<file path="config.mk">
export PLATFORM = sky130hd
export DESIGN_NAME = factorial_seq
export DESIGN_NICKNAME = d
export VERILOG_FILES = /design/src/rtl/factorial_seq.sv
export SDC_FILE = /design/constraint.sdc
export NUM_CORES = 1
export LEC_CHECK = 0
export BUFFER_PORTS_ARGS = -buffer_cell sky130_fd_sc_hd__buf_2
export CORE_MARGIN = 3
export CORE_UTILIZATION = 63
export CTS_CLUSTER_SIZE = 10
export DETAILED_ROUTE_END_ITERATION = 10
export GPL_TIMING_DRIVEN = 0
export PLACE_DENSITY = 0.81
export SLEW_MARGIN = 40
export SYNTH_ARGS = -nofsm -noshare
export SYNTH_HDL_FRONTEND = slang
export SYNTH_SLANG_ARGS = --single-unit
</file>
<file path="constraint.sdc">
create_clock -name clk -period 5.3 [get_ports clk]
set_clock_uncertainty 0.2 [all_clocks]
set_input_delay 0 -clock clk [delete_from_list [all_inputs] [get_ports clk]]
set_output_delay 0 -clock clk [all_outputs]
set_load 0.02 [all_outputs]
</file>
<file path="src/rtl/factorial_seq.sv">
// factorial_seq: sequential n! engine, one multiply per clock.
//
// A controller pulses start with the operand on n_in while busy is low. The
// engine multiplies acc by i = 2, 3, ..., n one step per cycle. It then pulses
// done for one cycle and latches result/overflow, which hold until the next done.
//
// Ports
//   clk       rising-edge clock
//   rst_n     asynchronous active-low reset
//   start     request, sampled only while busy == 0
//   n_in      operand n, captured on an accepted start
//   busy      high while a computation is in flight
//   done      one-cycle pulse, result/overflow valid from this cycle
//   result    n! modulo 2**RES_W
//   overflow  n! did not fit in RES_W bits
module factorial_seq #(
    parameter int unsigned N_W   = 4,
    parameter int unsigned RES_W = 32
) (
    input  logic             clk,
    input  logic             rst_n,
    input  logic             start,
    input  logic [N_W-1:0]   n_in,
    output logic             busy,
    output logic             done,
    output logic [RES_W-1:0] result,
    output logic             overflow
);

    typedef enum logic [0:0] {StIdle, StCalc} state_t;

    localparam logic [RES_W-1:0] AccInit = RES_W'(1);
    localparam logic [N_W:0]     IInit   = (N_W + 1)'(2);

    state_t             state_q, state_d;
    logic [RES_W-1:0]   acc_q, acc_d;
    // One bit wider than n so that i = 2**N_W ends the loop instead of wrapping.
    logic [N_W:0]       i_q, i_d;
    logic [N_W-1:0]     n_q, n_d;
    logic               ovf_q, ovf_d;
    logic               busy_q, busy_d;
    logic               done_q, done_d;
    logic [RES_W-1:0]   result_q, result_d;
    logic               overflow_q, overflow_d;

    // The multiplier is only used while i <= n_q < 2**N_W, so i fits in N_W bits.
    // Zero-extended operands keep the full product in RES_W+N_W bits.
    logic [RES_W+N_W-1:0] prod;
    assign prod = {{N_W{1'b0}}, acc_q} * {{RES_W{1'b0}}, i_q[N_W-1:0]};

    always_comb begin
        state_d    = state_q;
        acc_d      = acc_q;
        i_d        = i_q;
        n_d        = n_q;
        ovf_d      = ovf_q;
        busy_d     = busy_q;
        done_d     = 1'b0;
        result_d   = result_q;
        overflow_d = overflow_q;

        unique case (state_q)
            StIdle: begin
                if (start) begin
                    n_d     = n_in;
                    acc_d   = AccInit;
                    i_d     = IInit;
                    ovf_d   = 1'b0;
                    busy_d  = 1'b1;
                    state_d = StCalc;
                end
            end
            StCalc: begin
                if (i_q <= {1'b0, n_q}) begin
                    acc_d = prod[RES_W-1:0];
                    // Sticky: once set, acc keeps accumulating truncated products.
                    ovf_d = ovf_q | (|prod[RES_W+N_W-1:RES_W]);
                    i_d   = i_q + 1'b1;
                end else begin
                    result_d   = acc_q;
                    overflow_d = ovf_q;
                    done_d     = 1'b1;
                    busy_d     = 1'b0;
                    state_d    = StIdle;
                end
            end
            default: state_d = StIdle;
        endcase
    end

    always_ff @(posedge clk or negedge rst_n) begin
        if (!rst_n) begin
            state_q    <= StIdle;
            acc_q      <= AccInit;
            i_q        <= IInit;
            n_q        <= '0;
            ovf_q      <= 1'b0;
            busy_q     <= 1'b0;
            done_q     <= 1'b0;
            result_q   <= '0;
            overflow_q <= 1'b0;
        end else begin
            state_q    <= state_d;
            acc_q      <= acc_d;
            i_q        <= i_d;
            n_q        <= n_d;
            ovf_q      <= ovf_d;
            busy_q     <= busy_d;
            done_q     <= done_d;
            result_q   <= result_d;
            overflow_q <= overflow_d;
        end
    end

    assign busy     = busy_q;
    assign done     = done_q;
    assign result   = result_q;
    assign overflow = overflow_q;

endmodule

</file>
After elaboration in Yosys (flattened, before gate mapping). Cells that the tools add are included.

Register bits after elaboration: 78. Bits in latches: 0. Memory bits (writable): 0. ROM bits: 0. Bits of input ports: 7. Output and inout port bits: 35. Logic and storage cells: 40. Memories: 0.

Add/sub/neg operators: 1. Multipliers: 1. Div/mod/pow operators: 0. $lt $le $gt $ge: 1. Equality and inequality tests: 3. Shifts and indexed selects: 0. Muxes and demuxes: 17. Bitwise logic cells: 3. Reduce and logical (&&, ||, !) cells: 5.

Operator list (number): $mux 32 (2); $pmux 32 s2 (1); $mul 32x4->36 (1); $mux 5 (2); $pmux 5 s2 (1); $mux 1 (8); $reduce_and 2->1 (4); $pmux 1 s2 (3); $add 5x1->5 const B (1); $le 5x4->1 (1); $ne 2x2->1 const B (2); $reduce_or 4->1 (1); $ne 2x1->1 const B (1); $not 1->1 (2); $or 1x1->1 (1).

Longest topological paths before layout.
Depth after elaboration: 5. Depth in mapped cells: 17. Mapped depth without buffers: 14.

Worst setup path after synthesis. OpenSTA, ideal clock, no wires.

Kind: register to register. From: reg i_q[2]. To: reg acc_q[31]. Arrival time: 3.781 ns. Data required time: 4.976 ns. Setup slack: 1.195 ns. Stages on the path, launching flop included: 16. Path buffers: 2. Cells stage by stage: dfrtp_1 clkbuf_1 clkbuf_1 nand2_1 fa_1 inv_1 fa_1 ha_1 a211oi_2 o211ai_2 a31oi_2 o22ai_2 nor2b_2 o21ai_2 a211o_1 a211o_1.

Word-level cells in the longest chain between the ends: 3. Elaborated cells on any way between the ends: 6. Those cells by class: 1 x mul; 1 x order compare; 1 x eq/ne; 2 x mux; 1 x reduce/logical.

RTL lines: from (decl) (RTL line 38) `logic [N_W:0] i_q, i_d;`; from (signal assigned) (RTL line 95) `i_q <= IInit;`; from (signal assigned) (RTL line 105) `i_q <= i_d;`; $mul 32x4->36 or $le 5x4->1 (tied branches) (RTL line 49, 74); $mux 32 or $ne 2x1->1 (tied branches); $pmux 32 s2 or $reduce_and 2->1 (tied branches); to (signal assigned) (RTL line 94) `acc_q <= AccInit;`; to (decl) (RTL line 36) `logic [RES_W-1:0] acc_q, acc_d;`.

Several ways; a longest one is shown, not always the timed one. The select of a mux whose other input is x is not followed. A chain may end at the register's enable or synchronous reset.

Worst setup path after layout.
From: reg i_q[3]. To: reg ovf_q.

Word-level cells in the longest chain between the ends: 5. Elaborated cells on any way between the ends: 8. Those cells by class: 1 x mul; 1 x order compare; 1 x eq/ne; 2 x mux; 1 x bitwise; 2 x reduce/logical.

RTL lines: $mul 32x4->36 (RTL line 49) `assign prod = {{N_W{1'b0}}, acc_q} * {{RES_W{1'b0}}, i_q[N_W-1:0]};`; $reduce_or 4->1 (RTL line 77) `ovf_d = ovf_q | (|prod[RES_W+N_W-1:RES_W]);`; $or 1x1->1 (RTL line 77); $mux 1 (RTL line 74) `if (i_q <= {1'b0, n_q}) begin`; $pmux 1 s2 (RTL line 62) `unique case (state_q)`; to (signal assigned) (RTL line 107) `ovf_q <= ovf_d;`; to (decl) (RTL line 40) `logic ovf_q, ovf_d;`.

Several ways; a longest one is shown, not always the timed one. The select of a mux whose other input is x is not followed.

==> flow_metrics.env <==
export IMPL_p_per_area_nw_per_um2=484
export IMPL_tritoncts="done"
export IMPL_final_nets=998
export IMPL_grt_ovfl_total=0
export IMPL_grt_pass1_wl_um=31600
export IMPL_worstHoldStart="start"
export IMPL_slew_viol_final=0
export IMPL_utilization_pct=73.5
export IMPL_synth_area_um2=7380
export IMPL_synth_edf_count=0
export IMPL_synth_compound_area_share_pct=13.6
export IMPL_core_area_um2=11100
export IMPL_switching_share_pct=49.5
export IMPL_drt_pass1_iterations=5
export IMPL_fin_crit_ns=5.03
export IMPL_synthSimpleGateAreaFrac_pct=19.1
export IMPL_combPwrFrac_pct=56.6
export IMPL_p_int_mw=2.00
export IMPL_instances_no_fill=1031
export IMPL_path_clk_slew_ns=0.06
export IMPL_synth_top_flop_cell="dfrtp_1"
export IMPL_wl_per_cell_um=17.9
export IMPL_dp_cells=1009
export IMPL_die_w_um=114
export IMPL_clk_latency_ns=0.34
export IMPL_grt_total_usage_pct=30.9
export IMPL_ff2ff_setup_slack_ns=0.27
export IMPL_r2r_start="i_q[3]"
export IMPL_r2r_cells=15
export IMPL_path_max_fanout=10
export IMPL_whs_endpoint="i_q[4]"
export IMPL_drtIter0Drc=441
export IMPL_async_flop_share_pct=100
export IMPL_crit_arrival_ns=5.03
export IMPL_syn_to_final_growth_pct=10.8
export IMPL_seqPwrFrac_pct=27.1
export IMPL_viasPerCell=5.90
export IMPL_synth_distinct_cells=57
export IMPL_final_cell_mix="inv_1, and2_1, nand2_1"
export IMPL_globalplace_congestion=0.968
export IMPL_ant_nets=0
export IMPL_vias=6083
export IMPL_pwr_share_clk_pct=16.3
export IMPL_period_share_pct=95.0
export IMPL_routed_wl_um=18500
export IMPL_synth_fa_ha_area_share_pct=23.9
export IMPL_pin_count=42
export IMPL_synth_seq_cells=78
export IMPL_reg2reg_to="ovf_q"
export IMPL_worst_setup_path_type="reg2reg"
export IMPL_fp_row_count=38
export IMPL_setup_viol_count_final=0
export IMPL_antenna_found_initial=0
export IMPL_synthCells=827
export IMPL_placed_area_um2=7800
export IMPL_initial_core_util_pct=66.4
export IMPL_synth_area_mux_share_pct=5.03
export IMPL_dp_hpwl_um=13800
export IMPL_die_y_um=114
export IMPL_hold_ws_ns=0.0679
export IMPL_syn_nets=939
export IMPL_required_ns=5.29
export IMPL_switchingPower_mw=1.96
export IMPL_outcome="finished, final reports clean"
export IMPL_yosysSeqAreaShare_pct=26.5
export IMPL_cts_max_path_buffers=2
export IMPL_final_area_um2=8180
export IMPL_first_global_vias=6383
export IMPL_whs_path_depth=4
export IMPL_vdd_ir_drop_max_uv=339
export IMPL_fmax_mhz=199
export IMPL_endpoint_kind="register"
export IMPL_finalHoldViolations=0
export IMPL_cap_viol_max_count=0
export IMPL_die_area_um2=13100
export IMPL_syn_area_per_cell_um2=8.93
export IMPL_drcViolationCount=0
export IMPL_n_antenna_cell=0
export IMPL_cts_root_buffer="clkbuf_16"
export IMPL_ys_warn_count=0
export IMPL_max_slew_margin_pct=46.5
export IMPL_leakage_nw=4.22
export IMPL_cts_htree_levels=3
export IMPL_synthXorXnorAreaFrac_pct=3.68
export IMPL_setup_tns_ns=0
export IMPL_cts_buffers=9
export IMPL_synth_top_family_by_area="adder cells"
export IMPL_cts_sinks=78
export IMPL_grt_max_degree=48
export IMPL_port_buffer_count=41
export IMPL_final_layout_size_suffix_gt1_share_pct=14.0
export IMPL_rsz0062_at_grt="false"
export IMPL_min_path_type="in2reg"
export IMPL_mostFrequentLayoutCell="inv_1"
export IMPL_worst_pin_slew_ns=0.803
export IMPL_critPathLaunchType="register"
[kinds of logic (layout without fill, tap and decap cells)]
| logic type | count (synthesis) | in the layout |
|---|---|---|
| AO/OA/AOI/OAI | 153 | 153 |
| flip-flops | 78 | 78 |
| AND/OR/NAND/NOR | 271 | 271 |
| adder cells (fa/ha/maj) | 105 | 105 |
| buffers and inverters | 156 | 220 |
| XOR/XNOR | 31 | 31 |
| multiplexers | 33 | 33 |
[registers in the layout, indices dropped and copies added (netlist names)]
signal	count
acc_q	32
busy	1
done	1
i_q	5
n_q	4
overflow	1
ovf_q	1
result	32
state_q	1
[worst max-delay path, stage by stage (launching register included)]
cell	delay (ns)
dfrtp_1	0.53
clkbuf_1	0.44
and2_1	0.29
fa_1	0.55
inv_1	0.06
fa_1	0.53
inv_1	0.04
ha_1	0.37
and2_1	0.21
a221o_1	0.34
a31oi_2	0.26
nand3_2	0.15
a31oi_1	0.38
a31oi_1	0.16
xnor2_1	0.20
a41oi_2	0.15
[repair_timing]
action,in CTS,in global routing
setup buffers,0,0
hold endpoints to repair,82,0
hold buffers,7,0
gates resized for setup,0,6
endpoints found under the setup margin,0,6
[stage by stage]
stage	setup WS, ns	total power, mW
after detailed placement	0.189	3.28
after floorplan	1.20	2.57
after global placement	0.220	3.18
after global routing	0.0787	4.27
final	0.265	3.96
after CTS	0.127	3.95
[worst max-delay path by stage]
| stage | from | end | slack (ns) | depth (start not counted) |
|---|---|---|---|---|
| 6_report | i_q[3] | ovf_q | 0.27 | 15 |
| 5_1_grt | i_q[3] | ovf_q | 0.08 | 14 |
| 4_1_cts | i_q[2] | acc_q[30] | 0.13 | 15 |
| 3_5_place_dp | i_q[2] | ovf_q | 0.19 | 15 |
| 3_3_place_gp | i_q[2] | acc_q[30] | 0.22 | 15 |
| 2_1_floorplan | i_q[2] | acc_q[31] | 1.20 | 15 |
[area by class of cell]
| cell class | instances | area, um2 |
|---|---|---|
| inverters | 118 | 443 |
| clock buffers | 12 | 256 |
| multi-input cells | 593 | 4820 |
| plain buffers | 37 | 165 |
| flip-flops and latches | 78 | 1950 |
| repair buffers | 49 | 319 |
| well taps | 140 | 175 |
| fillers | 822 | 2950 |
| clock inverters | 4 | 45.0 |
[routing by layer]
metal	track usage (%)	up-vias	part of all wire, %
li1	-	2822	-
met1	41.0	3024	45
met2	50.7	188	47
met3	4.44	49	4.8
met4	13.9	0	3.3
met5	0	-	0
[synth_stat cells (all sizes together) (9+ instances only)]
master / number / share of area [%]
xor2: 12 / 1.4
and2: 95 / 8.1
clkbuf: 25 / 1.3
mux2: 33 / 5.0
a31oi: 9 / 1.0
inv: 118 / 6.0
dfrtp: 76 / 26
fa: 60 / 16
a21o: 16 / 1.6
nand2: 80 / 4.1
o211ai: 13 / 1.5
a21oi: 34 / 2.4
ha: 45 / 7.6
buf: 13 / 0.97
nand3: 39 / 2.7
xnor2: 19 / 2.3
o21ai: 50 / 3.4
nor2: 26 / 1.3
[power groups by stage]
| stage | Combinational [mW] | Clock [mW] | Sequential (mW) |
|---|---|---|---|
| global placement | 2.13 | 0 | 1.05 |
| global route | 2.49 | 0.672 | 1.11 |
| floorplan | 1.49 | 0 | 1.07 |
| finish | 2.24 | 0.645 | 1.07 |
| detailed placement | 2.21 | 0 | 1.07 |
| CTS | 2.24 | 0.651 | 1.06 |
No activity file was read; power rests on OpenSTA's default activity.
